[src/rtl/ram_64x32bit_arb.sv]
// Two-port arbiter in front of a single-port RAM: IDLE -> SERVE -> RESP per access.
// Define RAM_ARB_FIXED_PRIO_EN for fixed priority (A wins); default is round-robin.
module ram_64x32bit_arb #(
  parameter int DATA_W = 32,
  parameter int ADDR_W = 8
) (
  input  logic              clk,
  input  logic              rst_n,
  input  logic              a_req,
  input  logic              a_we,
  input  logic [ADDR_W-1:0] a_addr,
  input  logic [DATA_W-1:0] a_wdata,
  output logic              a_ack,
  output logic [DATA_W-1:0] a_rdata,
  input  logic              b_req,
  input  logic              b_we,
  input  logic [ADDR_W-1:0] b_addr,
  input  logic [DATA_W-1:0] b_wdata,
  output logic              b_ack,
  output logic [DATA_W-1:0] b_rdata,
  output logic              Mem_Write,
  output logic [ADDR_W-1:0] Mem_Addr,
  output logic [DATA_W-1:0] M_W_Data,
  input  logic [DATA_W-1:0] M_R_Data,
  output logic              busy
);

  typedef enum logic [1:0] {IDLE, SERVE, RESP} state_t;

  state_t state;
  logic   gnt_b;
  logic   sel_b;

`ifdef RAM_ARB_FIXED_PRIO_EN
  always_comb begin
    sel_b = ~a_req;
  end
`else
  logic last_b;

  // On contention grant whichever port was not served last; a lone request always wins.
  always_comb begin
    sel_b = (a_req & b_req) ? ~last_b : b_req;
  end

  always_ff @(posedge clk or negedge rst_n) begin
    if (!rst_n) begin
      last_b <= 1'b1;
    end else if (state == IDLE && (a_req | b_req)) begin
      last_b <= sel_b;
    end
  end
`endif

  always_ff @(posedge clk or negedge rst_n) begin
    if (!rst_n) begin
      state     <= IDLE;
      gnt_b     <= 1'b0;
      Mem_Write <= 1'b0;
      Mem_Addr  <= '0;
      M_W_Data  <= '0;
      a_ack     <= 1'b0;
      b_ack     <= 1'b0;
      a_rdata   <= '0;
      b_rdata   <= '0;
      busy      <= 1'b0;
    end else begin
      case (state)
        IDLE: begin
          if (a_req | b_req) begin
            state     <= SERVE;
            busy      <= 1'b1;
            gnt_b     <= sel_b;
            Mem_Write <= sel_b ? b_we    : a_we;
            Mem_Addr  <= sel_b ? b_addr  : a_addr;
            M_W_Data  <= sel_b ? b_wdata : a_wdata;
          end
        end
        // SERVE: Mem_Write still holds the granted direction, so it selects read capture.
        SERVE: begin
          state     <= RESP;
          Mem_Write <= 1'b0;
          if (gnt_b) begin
            b_ack <= 1'b1;
            if (!Mem_Write) b_rdata <= M_R_Data;
          end else begin
            a_ack <= 1'b1;
            if (!Mem_Write) a_rdata <= M_R_Data;
          end
        end
        RESP: begin
          state <= IDLE;
          a_ack <= 1'b0;
          b_ack <= 1'b0;
          busy  <= 1'b0;
        end
        default: begin
          state <= IDLE;
        end
      endcase
    end
  end

endmodule

[config.mk]
export PLATFORM = sky130hd
export DESIGN_NAME = ram_64x32bit_arb
export DESIGN_NICKNAME = d
export VERILOG_FILES = /design/src/rtl/ram_64x32bit_arb.sv
export SDC_FILE = /design/constraint.sdc
export NUM_CORES = 1
export LEC_CHECK = 0
export ABC_AREA = 1
export BUFFER_PORTS_ARGS = -buffer_cell sky130_fd_sc_hd__buf_2
export CAP_MARGIN = 25
export CORE_ASPECT_RATIO = 2
export CORE_MARGIN = 4
export CORE_UTILIZATION = 48
export CTS_CLUSTER_DIAMETER = 200
export CTS_CLUSTER_SIZE = 40
export DETAILED_ROUTE_END_ITERATION = 6
export PLACE_DENSITY_LB_ADDON = 0.12
export SYNTH_ARGS = -nofsm -noshare
export SYNTH_HDL_FRONTEND = slang
export SYNTH_SLANG_ARGS = --single-unit
[constraint.sdc]
create_clock -name clk -period 1.4 [get_ports clk]
set_input_delay 0.07 -clock clk [delete_from_list [all_inputs] [get_ports clk]]
set_output_delay 0.07 -clock clk [all_outputs]
set_load 0.05 [all_outputs]
# [Yosys cells after proc, flatten, opt, wreduce, memory -nomap -nowiden]
# Cells that the tools add are included.
[totals] regBits=112 latch_bits=0 ram_bits=0 mem_bits_ro=0 in_bits=118 output_inout_bits=108 word_cells=47 memories=0
[op_classes] addsub=0 mul=0 div=0 order_cmp=0 n_eq_ne=5 n_shift=0 n_mux=14 n_bitwise=5 n_reduce_logical=12
[ops] cell="2-to-1 mux 32 bit" count=1
[ops] cell="AND reduction 2 bit" count=5
[ops] cell="2-to-1 mux 8 bit" count=1
[ops] cell="one-hot mux 1 bit (2 select lines)" count=4
[ops] cell="2-to-1 mux 1 bit" count=6
[ops] cell="AND reduction 3 bit" count=2
[ops] cell="nonzero test 2 bit" count=3
[ops] cell="inequality test 2 bit (second input constant)" count=2
[ops] cell="one-hot mux 2 bit (2 select lines)" count=1
[ops] cell="NOT 1 bit" count=3
[ops] cell="equality test 2 x 1 -> 1 bit (second input constant)" count=1
[ops] cell="equality test 2 bit (second input constant)" count=1
[ops] cell="logical NOT 2 bit" count=1
[ops] cell="2-to-1 mux 2 bit" count=1
[ops] cell="inequality test 2 x 1 -> 1 bit (second input constant)" count=1
[ops] cell="AND 1 bit" count=1
[ops] cell="logical AND 1 bit" count=1
[ops] cell="OR 1 bit" count=1

# [Depth between registers and ports, before layout]
[depth] depth_word=5 depth_mapped=6 depth_no_buf=5

# [Worst setup path after synthesis]
# OpenSTA, ideal clock, no wires.
[synth_timing] path_type="reg2reg" startpoint="register Mem_Write" endpoint="register b_rdata[11]" setup_ps=120 t_arrival_ps=1222 t_required_ps=1280 slack_ps=59 path_stages_with_launch=6 n_path_buf=1 period_less_slack_ps=1341 cell_sequence="dfrtp_1 > nor2_1 > nand2_4 > clkbuf_8 > nand2_1 > o21ai_2"
[synth_via] elab_chain_len=2
[synth_rtl] item="start, declared" line_no="21" rtl="output logic Mem_Write,"
[synth_rtl] item="start signal, assigned" line_no="74" rtl="Mem_Write <= sel_b ? b_we : a_we;"
[synth_rtl] item="NOT 1 bit (no line)"
[synth_rtl] item="AND reduction 3 bit (no line)"
[synth_rtl] item="end signal, assigned" line_no="85" rtl="if (!Mem_Write) b_rdata <= M_R_Data;"
[synth_rtl] item="end, declared" line_no="20" rtl="output logic [DATA_W-1:0] b_rdata,"
# Every way passes these cells.
# A chain may end at the register's enable or synchronous reset.

# [Final worst setup path]
[layout_timing] startpoint="register last_b" endpoint="register M_W_Data[0]"
[layout_via] elab_chain_len=3
[layout_rtl] item="start, declared" line_no="39" rtl="logic last_b;"
[layout_rtl] item="start signal, assigned" line_no="50" rtl="last_b <= sel_b;"
[layout_rtl] item="NOT 1 bit" line_no="43" rtl="sel_b = (a_req & b_req) ? ~last_b : b_req;"
[layout_rtl] item="2-to-1 mux 1 bit" line_no="43"
[layout_rtl] item="2-to-1 mux 32 bit" line_no="76" rtl="M_W_Data <= sel_b ? b_wdata : a_wdata;"
[layout_rtl] item="end signal, assigned" line_no="76"
[layout_rtl] item="end, declared" line_no="23" rtl="output logic [DATA_W-1:0] M_W_Data,"
# Every way passes these cells.

==> results.toml <==
[synthesis]
netlist_instances = 621
syn_avg_cell_area_um2 = 8.323
synth.most_common_cell = "nand2_1"
synth-simple-area-share_pct = 23.46
synth-xor-area-share_pct = 0
synthesis.nets = 739
syn_area_um2 = 5169
ys_ff_latch = 112
yosysTopAreaCellShare_pct = 53.74
synthAdderAreaFrac_pct = 0
synth_compound_area_share_pct = 9.005
synth_top_family_by_area = "simple AND/OR/NAND/NOR gates"
synth-main-ff-cell = "dfrtp_1"
synth_common_cells = "194 x nand2_1, 119 x inv_1, 111 x dfrtp_1"
synthMuxAreaShare_pct = 0
ys_seq_area_share_pct = 54.25
yosys_warnings = 0
synth_edf_count = 0
ys_types = 18
synth.area.top_cells = "dfrtp_1 54%, nand2_1 14%, inv_1 8.6%"
async_flop_share_pct = 100.0
synth_area_leader_cell = "dfrtp_1"

[die]
row_count = 53
dieHeight_um = 154.8
die_w_um = 81.38
ios = 226
core_um2 = 10540
dieArea_um2 = 12590
initial_core_util_pct = 49.02

[timing]
max_freq_mhz = 770.9
fin_crit_ps = 1297
finalMaxSlewViolations = 0
hold_viol_final = 0
fin_tns_setup_ps = 0
worst_slew_pin_slew_ps = 418.4
period_share_pct = 92.65
slew_headroom_pct = 72.10
rsz0062_at_grt = "false"
finClkSkew_ps = 10.59
setup_viol = 0

[power]
powerDensity_nw_per_um2 = 2790
power_mw = 19.69
peakVddDrop_mv = 1.588
power_leakage_nw = 4.197

[route]
wire_per_inst_um = 13.19
firstDrtPassIters = 4
ant_nets = 0
viasPerCell = 4.696
drt_wl_total_um = 13270
drt_first_iter_violations = 130
via_count = 4724
drc = 0

[cells_and_area]
multiInputGateArea_um2 = 1688
ff_latch_area_um2 = 2804
fill_cells = 895
diodes = 0
nNetsFinal = 982
area_growth_pct = 36.55
drive_gt1_share_pct = 33.60

[placed_design]
dp_hpwl_um = 9735
gp_congestion = 0.7782
io_buffers = 225

[global_route]
antenna_found_initial = 0
grt.overflow.total = 0
grt_pass1_vias = 4538
grt_util_all_layers_pct = 20.82
grt_max_degree = 65
grt_first_pass_wirelength_um = 20650

[clock_tree]
cts_tree = "done"
clk_pin_slew_worst_paths_ps = 70
clock-sinks = 112
htree_num_levels = 3
clockRootBuffer = "clkbuf_16"
cts_buffer_depth = 2
clkLatencyLatePin_ps = 340
cts_made_buffers = 9

[run_status]
outcome = "finished, final reports clean"

[worst_setup_path]
cp_cell_sequence = "nand2_1, nand2_2, clkbuf_16, nand2_1, nand3_1, nand2_1"
worst_path_largest_cell_delay_ps = 540
crit_type = "register to register"
critical_path.top_delay_family = "flip-flops"
crit_top_cell = "nand2_1"
cp_slowest_cell = "dfstp_2"
cp_num_buf_inv = 1
cp.required_ps = 1630
cp-end-kind = "register"
arrival_ps = 1530
r2r_setup_slack_ps = 100
worstPathMaxFanout = 20
setup.worst_path.start_class = "register"

[run]
drv_cap = 0

[min_path]
min_path_type = "input pin to register"
==> worst paths after layout <==
kind                               from            to  depth (start not counted)
max                              last_b   M_W_Data[0]                          6
max in group asynchronous         rst_n  M_W_Data[11]                          3
min                        M_R_Data[11]   b_rdata[11]                          3
max reg2reg                      last_b   M_W_Data[0]                          6
min in group asynchronous         rst_n   b_rdata[11]                          2
min reg2reg                      last_b        last_b                          2
==> power breakdown <==
| group | leakage (nW) | internal [mW] | switching [mW] |
|---|---|---|---|
| Combinational | 2.68 | 2.70 | 8.59 |
| Sequential | 1.36 | 4.87 | 0.912 |
| Clock | 0.148 | 1.49 | 1.13 |
| Total | 4.20 | 9.07 | 10.6 |
==> sequential cells by signal (all words and copies together), names as in the netlist <==
register   count
busy           1
b_rdata       32
gnt_b          1
a_rdata       32
a_ack          1
last_b         1
Mem_Addr       8
M_W_Data      32
state          2
b_ack          1
Mem_Write      1
==> worst min-delay path, cell delays in order <==
cell,delay [ps]
buf_2,100
inv_1,80
o21ai_2,60
==> per-layer routing <==
metal	part of all wire (%)	vias to the layer above	GRT usage [%]
met1	38	2164	24.54
met4	2.2	0	7.575
met3	6.5	25	3.613
li1	-	2374	-
met5	0	-	0
met2	53	161	36.85
==> cell type report <==
| type | instances | area share, % |
|---|---|---|
| Clock buffer | 11 | 3.581 |
| Clock inverter | 5 | 0.8864 |
| Timing Repair Buffer | 265 | 23.08 |
| Sequential cell | 112 | 39.73 |
| Inverter | 120 | 6.382 |
| Tap cell | 137 | 2.429 |
| Multi-Input combinational cell | 356 | 23.91 |
==> placed cells by master (no fill, tap or decap), types with 2 or more instances in the layout <==
| cell type | Yosys | layout |
|---|---|---|
| buf_12 | 0 | 9 |
| o21ai_1 | 33 | 33 |
| clkbuf_8 | 3 | 2 |
| nand2_1 | 194 | 193 |
| clkinvlp_4 | 0 | 2 |
| nand2_4 | 2 | 2 |
| a21oi_1 | 2 | 2 |
| nor2_4 | 2 | 2 |
| o21ai_2 | 32 | 31 |
| nand3_1 | 84 | 84 |
| dlygate4sd3_1 | 0 | 28 |
| clkbuf_16 | 0 | 10 |
| o21ai_0 | 2 | 2 |
| dfrtp_1 | 111 | 111 |
| nor2_1 | 5 | 5 |
| buf_2 | 12 | 224 |
| inv_1 | 119 | 119 |
| buf_4 | 2 | 3 |
==> timing repair <==
item | in CTS | in global routing
gates resized for setup | 0 | 1
buffers inserted | 0 | 0
hold buffers | 28 | 0
setup endpoints to repair | 0 | 4
endpoints found under the hold margin | 139 | 0
==> per-stage QoR <==
| step | setup slack [ps] | cell area [um^2] | instances | util, % | hold WS (ps) |
|---|---|---|---|---|---|
| 3_3_place_gp | 36.69 | 6415 | 960 | 60.84 | -5.761 |
| 6_report | 102.8 | 7058 | 1006 | 66.94 | 13.33 |
| 4_1_cts | 36.64 | 7010 | 1004 | 66.49 | 4.139 |
| 2_1_floorplan | 58.60 | 5169 | 621 | - | -225.6 |
| 3_5_place_dp | 20.70 | 6415 | 960 | 60.84 | 0.2330 |
| 5_1_grt | 16.59 | 7058 | 1006 | 66.94 | 11.43 |
==> logic make-up after synthesis <==
| family | count (synthesis) |
|---|---|
| AND/OR/NAND/NOR | 287 |
| flip-flops | 112 |
| buffers and inverters | 153 |
| AO/OA/AOI/OAI | 69 |
Note: power is estimated with default switching activity, not from simulation.
